[src/rtl/des_round_sequencer.sv]
// Runs the 16 DES Feistel rounds of one block, one round per cycle, through an external f-function.
// Latency: 16 busy cycles from accept to out_valid; the result is held until out_ready, then one IDLE cycle follows.
module des_round_sequencer #(
    parameter logic [15:0] KEY_SHIFT_SCHED = 16'h8103
) (
    input  logic        clk,
    input  logic        n_rst,
    input  logic        in_valid,
    output logic        in_ready,
    input  logic [63:0] in_block,
    input  logic [55:0] in_key_cd,
    input  logic        in_decrypt,
    output logic [31:0] f_r,
    output logic [55:0] f_cd,
    input  logic [31:0] f_out,
    output logic [3:0]  round_idx,
    output logic        busy,
    output logic        out_valid,
    input  logic        out_ready,
    output logic [63:0] out_block
);
    typedef enum logic [1:0] {IDLE, ROUND, DONE} state_t;

    state_t      state_q;
    logic [31:0] l_q, r_q;
    logic [55:0] cd_q;
    logic [3:0]  round_q;
    logic        dec_q;
    logic [63:0] out_block_q;
    logic        out_valid_q, busy_q, in_ready_q;

    logic [31:0] r_d;
    logic [55:0] cd_d, cd_load;
    logic        shift_one_enc, shift_one_dec;

    function automatic logic [27:0] rotl28(input logic [27:0] x, input logic one);
        return one ? {x[26:0], x[27]} : {x[25:0], x[27:26]};
    endfunction

    function automatic logic [27:0] rotr28(input logic [27:0] x, input logic one);
        return one ? {x[0], x[27:1]} : {x[1:0], x[27:2]};
    endfunction

    // Encrypt rotates ahead to the next round's key; decrypt walks the schedule backwards.
    always_comb begin
        r_d           = l_q ^ f_out;
        shift_one_enc = KEY_SHIFT_SCHED[round_q + 4'd1];
        shift_one_dec = KEY_SHIFT_SCHED[4'd15 - round_q];
        if (dec_q) begin
            cd_d = {rotr28(cd_q[55:28], shift_one_dec), rotr28(cd_q[27:0], shift_one_dec)};
        end else begin
            cd_d = {rotl28(cd_q[55:28], shift_one_enc), rotl28(cd_q[27:0], shift_one_enc)};
        end
        if (in_decrypt) begin
            cd_load = in_key_cd;
        end else begin
            cd_load = {rotl28(in_key_cd[55:28], 1'b1), rotl28(in_key_cd[27:0], 1'b1)};
        end
    end

    always_ff @(posedge clk or negedge n_rst) begin
        if (!n_rst) begin
            state_q     <= IDLE;
            l_q         <= '0;
            r_q         <= '0;
            cd_q        <= '0;
            round_q     <= '0;
            dec_q       <= 1'b0;
            out_block_q <= '0;
            out_valid_q <= 1'b0;
            busy_q      <= 1'b0;
            in_ready_q  <= 1'b1;
        end else begin
            case (state_q)
                IDLE: begin
                    if (in_valid) begin
                        l_q        <= in_block[63:32];
                        r_q        <= in_block[31:0];
                        cd_q       <= cd_load;
                        dec_q      <= in_decrypt;
                        round_q    <= 4'd0;
                        busy_q     <= 1'b1;
                        in_ready_q <= 1'b0;
                        state_q    <= ROUND;
                    end
                end
                ROUND: begin
                    l_q <= r_q;
                    r_q <= r_d;
                    if (round_q == 4'd15) begin
                        // Preoutput swaps the halves: {R16, L16}.
                        out_block_q <= {r_d, r_q};
                        out_valid_q <= 1'b1;
                        busy_q      <= 1'b0;
                        state_q     <= DONE;
                    end else begin
                        cd_q    <= cd_d;
                        round_q <= round_q + 4'd1;
                    end
                end
                DONE: begin
                    if (out_ready) begin
                        out_valid_q <= 1'b0;
                        in_ready_q  <= 1'b1;
                        state_q     <= IDLE;
                    end
                end
                default: begin
                    out_valid_q <= 1'b0;
                    busy_q      <= 1'b0;
                    in_ready_q  <= 1'b1;
                    state_q     <= IDLE;
                end
            endcase
        end
    end

    assign in_ready  = in_ready_q;
    assign busy      = busy_q;
    assign out_valid = out_valid_q;
    assign out_block = out_block_q;
    assign f_r       = r_q;
    assign f_cd      = cd_q;
    assign round_idx = round_q;

endmodule
[config.mk]
export PLATFORM = sky130hd
export DESIGN_NAME = des_round_sequencer
export DESIGN_NICKNAME = d
export VERILOG_FILES = /design/src/rtl/des_round_sequencer.sv
export SDC_FILE = /design/constraint.sdc
export NUM_CORES = 1
export LEC_CHECK = 0
export ABC_AREA = 1
export CAP_MARGIN = 20
export CELL_PAD_IN_SITES_DETAIL_PLACEMENT = 1
export CELL_PAD_IN_SITES_GLOBAL_PLACEMENT = 1
export CORE_MARGIN = 1.5
export CORE_UTILIZATION = 30
export DETAILED_ROUTE_END_ITERATION = 8
export GPL_TIMING_DRIVEN = 0
export HOLD_SLACK_MARGIN = 0.03
export PLACE_DENSITY = 0.84
export SYNTH_ARGS = -nofsm -noshare
export SYNTH_HDL_FRONTEND = slang
export SYNTH_SLANG_ARGS = --single-unit
[constraint.sdc]
create_clock -name clk -period 1.6 [get_ports clk]
set_input_delay 0.16 -clock clk [delete_from_list [all_inputs] [get_ports clk]]
set_output_delay 0.16 -clock clk [all_outputs]
set_load 0.02 [all_outputs]
==> metrics.cfg <==
[clock_tree]
clockRootBuffer=clkbuf_16
cts_tree=yes
clkLatencyLatePin_ns=0.47
cts_buffers=17
path_clk_slew_ns=0.09
numClockSinks=194
clk_path_buf_depth=2
htree_levels=4

[routing]
drt_iter0_drc=724
drtAntennaViolNets=0
routed_wl_um=54670
drc=0
avgViaCountPerCell=5.186
wl_per_cell_um=20.03
via_count=14160
firstDrtPassIters=4

[sta]
fmax_mhz=545.4
rsz0062_at_grt=yes
fin_tns_setup_ns=-11.38
fin_crit_ns=1.834
fin_crit_sh=1.146
setup_viol=85
slew_viol_final=0
hold_violations=0
holdWs_ns=0.2918
tightestPinTransition_ns=0.9183
slew_headroom=0.3878
skew_ns=0.01239
fin_ws_ns=-0.2336

[synthesis]
synth.area.mux_share=0
synth_top_cell_by_area=dfrtp_1
synth_compound_area_frac=0.09683
yosysWarnings=0
yosys.area.top_type_share=0.3968
yosys.cell_types.count=26
yosys.area_share.xor_xnor=0.02303
synth_area_leaders=dfrtp_1, nand2_1, nand3_1, inv_1, a21oi_1
netlist_instances=1822
syn_area_um2=12170
synth_fa_ha_area_frac=0.005140
synthesis.nets=1984
synth_top_family_by_area=simple AND/OR/NAND/NOR gates
seq_area_frac_synth=0.3990
syn_area_per_cell_um2=6.680
ys_ff_latch=194
synth-simple-area-share=0.3754

[placement]
gp_congestion=0.9066
portBuffers=314
hpwl_um=39800

[pwr]
p_leak_nw=9.935
p_per_area_nw_per_um2=2445
ir_worst_vdd_mv=1.141

[grt]
grt_usage=0.2583
first_global_vias=15000
gr-total-overflow=0
grt_pass1_wl_um=83690
antenna_found_initial=6
grt_max_degree=102

[cells_and_area]
final_cell_mix=nand2_1, nand3_1, dfrtp_1
syn2layout_area_growth_pct=49.86
fin_nets=2353
drive_above_1_share=0.1320
final_common_cell=nand2_1

[die]
fp.coreArea_um2=39910
start_util=0.3049
dieWidth_um=204.4
ios=316
core.rowCount=73
dieArea_um2=41790
die_y_um=204.4

[outcome]
outcome=complete, but fails checks
violations=setup timing

[critical_path]
cp.arrival_ns=2.18
endpoint_kind=register
critPathRequiredTime_ns=1.95
worstSetupPathType=reg2reg
startpoint_type=register
critPathMaxFanout=10
reg2reg_depth=11

[hold_path]
holdPathStages=3
hold_class=in2reg

[job]
cap_violations=0

## repair_timing
action / in CTS / in global routing
resized for setup: 157 / 293
hold endpoints to repair: 99 / 0
cloned: 4 / 7
endpoints found under the setup margin: 351 / 298
pin swaps: 3 / 16
hold buffers: 1 / 0
setup buffers: 12 / 11
## registers in the layout, summed over array words and instances, names as in the netlist
signal,count
in_ready,1
l_q,32
state_q,2
f_r,32
busy,1
round_idx,4
out_valid,1
dec_q,1
f_cd,56
out_block,64
## power breakdown
part / internal [W] / switching [W] / total (W)
clock network: 0.00222 / 0.00234 / 0.00457
logic: 0.0119 / 0.0182 / 0.0301
registers: 0.00747 / 0.00242 / 0.00990
## path summary, 6_finish.rpt
kind                                      end          start  slack (ns)
worst max-delay path                 f_cd[12]   round_idx[0]       -0.23
worst min-delay path                  f_r[28]   in_block[28]        0.29
worst max register to register       f_cd[12]   round_idx[0]       -0.23
worst min register to register  out_block[61]  out_block[61]        0.49
max in group asynchronous             f_r[24]          n_rst        0.30
min in group asynchronous             f_cd[8]          n_rst        0.32
## synth_stat cells (all sizes together)
cell	n
nand2	636
nand3	308
dfrtp	193
inv	162
nor2	116
a21oi	86
buf	82
clkbuf	51
o21ai	49
nor3	32
o211ai	32
xor2	32
o21a	31
ha	5
o22ai	3
nand4	2
a21boi	1
dfstp	1
## area by class of cell
class / instances / area (um2)
antenna: 1 / 2.502
buffer: 133 / 1105
clock buffer: 17 / 425.4
clock inverter: 15 / 165.2
fill: 4927 / 21670
inverter: 162 / 621.8
multi-input combinational: 1336 / 6615
sequential: 194 / 4863
tap: 525 / 656.9
timing repair buffer: 347 / 3785
## worst max-delay path: stages (launching register included)
cell	delay (ns)
dfrtp_2	0.46
ha_4	0.20
nand2_8	0.09
nand3_4	0.12
buf_12	0.18
buf_6	0.15
a21oi_1	0.15
nor2_1	0.07
nor2_1	0.09
nand2_1	0.07
nand2_1	0.07
nand2_1	0.06
## logic make-up after synthesis
group / after synthesis
AO/OA/AOI/OAI: 202
XOR/XNOR: 32
adder cells (fa/ha/maj): 5
buffers and inverters: 295
flip-flops: 194
AND/OR/NAND/NOR: 1094
## metal layers
layer	part of all wire	GRT usage	vias to the layer above
li1	-	-	6560
met1	0.39	0.2983	7019
met4	0.035	0.1116	8
met2	0.50	0.4483	471
met3	0.077	0.06808	99
met5	0.00080	0	-
## metrics by stage
| stage | std cells | util | total power (W) | setup WS, ns | cell area, um2 |
|---|---|---|---|---|---|
| final | 2730 | 0.4570 | 0.04460 | -0.2336 | 18240 |
| after global routing | 2730 | 0.4570 | 0.04806 | -0.3549 | 18240 |
| after CTS | 2711 | 0.4323 | 0.04327 | -0.2443 | 17260 |
| after detailed placement | 2662 | 0.4072 | 0.03756 | -0.7685 | 16250 |
| after global placement | 2661 | 0.4064 | 0.03653 | -9.139 | 16220 |
| after floorplan | 1822 | - | 0.02695 | -0.05341 | 12420 |
No activity file was read; power rests on OpenSTA's default activity.
==> variant, RTL diff (same settings) <==
Encoding of `state_t`: now one-hot (3 bits for 3 states).
--- a/src/rtl/des_round_sequencer.sv
+++ b/src/rtl/des_round_sequencer.sv
@@ -20,5 +20,5 @@
     output logic [63:0] out_block
 );
-    typedef enum logic [1:0] {IDLE, ROUND, DONE} state_t;
+    typedef enum logic [2:0] {IDLE = 3'b001, ROUND = 3'b010, DONE = 3'b100} state_t;
 
     state_t      state_q;
Function: same outputs for any inputs over 4 cycles, from zero or initial values and one cycle with n_rst low; so few cycles prove little.
==> variant against the unedited design <==
- non-clock buffer count is 53 higher
- wire length is 17% higher
- worst setup slack worse by 0.18 ns
- clock skew is 0.0059 ns higher
- design area is 12% higher
- the run still ends with setup timing left
- fmax is 9.0% lower
- total power is 4.1% lower
- combinational power is 3% lower
- sequential cell count is 1 higher
- sequential share of layout area is 2.7 points lower
- synthesized area is 2.5% lower
==> variant: results (changes against the unedited design) <==
Synthesis
  • Net Count, Synth: 1842 (was 1984)
  • Post-synth cell types: 31 (was 26)
  • Top cells by area, synth: dfrtp_1 41%, nand2_1 16%, nand3_1 9.5% (was dfrtp_1 40%, nand2_1 19%, nand3_1 13%)
  • Sequential area share after synthesis: 41.2% (was 39.9%)
  • Commonest cells post-synth: 515 x nand2_1, 226 x nand3_1, 193 x dfrtp_1 (was 628 x nand2_1, 307 x nand3_1, 193 x dfrtp_1)

Placement
  • Placed cells: 2514 (was 2662)
  • HPWL after detailed placement: 38.8 mm (was 39.8 mm)

Final layout
  • Reg area: 4890 um^2 (was 4860 um^2)
  • Non-clk bufs: 533 (was 480)
  • Invs w/o clock: 105 (was 162)
  • Ant. Diodes: 6 (was 1)
  • Fraction of area in multi-input gates: 37.9% (was 36.3%)
  • Multi-input gate area: 7710 um^2 (was 6620 um^2)
  • Fillers: 4477 (was 4927)
  • Layout Nets: 2266 (was 2353)
  • ClkCell Share: 3.04% (was 3.24%)

STA
  • Measured slew at the worst slew-check pin: 0.791 ns (was 0.918 ns)
  • Final setup vio count: 192 (was 85)
  • Final setup TNS: -53.15 ns (was -11.38 ns)
  • Final worst slack: -0.414 ns (was -0.234 ns)
  • Worst Skew: 0.0182 ns (was 0.0124 ns)

Pwr
  • Leak pwr: 10.3 nW (was 9.94 nW)

GRT
  • Largest net degree at the start of global routing: 103 (was 102)
  • Vias in the first global route: 14.9k (was 15.0k)
  • Tot GR Track Use: 27.1% (was 25.8%)
  • Initial antenna violation count: 9 (was 6)
  • First-pass GRT wire length: 85.8 mm (was 83.7 mm)

Status
  • Violated checks: setup timing (unchanged)
  • Status: finished with violations (unchanged)

Routing
  • Iteration-0 DRC Markers: 1051 (was 724)
  • TritonRoute pass-1 iters: 5 (was 4)
  • Via-to-Cell Ratio: 5.53 (was 5.19)
  • Drt wl/cell: 24.3 um (was 20.0 um)

Critical path
  • Critical Path AT: 2.43 ns (was 2.18 ns)
  • Critical Path Fanout Max: 5 (was 10)
  • Worst path max stage delay: 0.49 ns (was 0.46 ns)
## variant: what timing repair did
action	in CTS	in global routing
hold buffers	1	0
endpoints found under the setup margin	350	316
buffers inserted	28	37
hold endpoints to repair	93	0
pin swaps	27	110
gates cloned	16	17
resized for setup	247	482
## variant: routing by layer
| layer | track usage [%] | part of all wire, % | vias to the layer above |
|---|---|---|---|
| met1 | 34.6 | 40 | 7387 |
| li1 | - | - | 6402 |
| met5 | 0 | 0.058 | - |
| met3 | 4.79 | 6.1 | 218 |
| met2 | 43.7 | 48 | 601 |
| met4 | 14.3 | 5.7 | 6 |
## variant: path summary, 6_finish.rpt
| check | cells past startpoint | startpoint | endpoint | slack [ns] |
|---|---|---|---|---|
| hold / removal | 3 | in_block[27] | f_r[27] | 0.25 |
| hold reg to reg | 2 | in_ready | in_ready | 0.48 |
| setup reg to reg | 12 | round_idx[1] | f_cd[21] | -0.41 |
| setup / recovery | 12 | round_idx[1] | f_cd[21] | -0.41 |
| min in group asynchronous | 2 | n_rst | f_cd[33] | 0.31 |
| max in group asynchronous | 3 | n_rst | l_q[11] | 0.28 |
## variant: power by group
part           internal [mW]  total (mW)  leakage [nW]  switching, mW
Sequential              6.61        8.73          2.35           2.12
Combinational           12.9        29.3          7.64           16.4
Clock                   2.38        4.76         0.306           2.37
Total                   21.9        42.8          10.3           20.9
## variant: kinds of logic (layout without fill, tap and decap cells)
| group | Yosys count | count (layout) | synth area share [%] |
|---|---|---|---|
| adders and majority gates | 5 | 5 | 0.527 |
| and+or+nand+nor | 963 | 965 | 33.6 |
| xor gates and xnor gates | 32 | 32 | 2.36 |
| other | 0 | 6 | 0 |
| buffers and inverters | 235 | 670 | 8.48 |
| DFF | 195 | 195 | 41.2 |
| AOI/OAI and AO/OA | 218 | 218 | 10.9 |
| muxes | 32 | 32 | 3.04 |
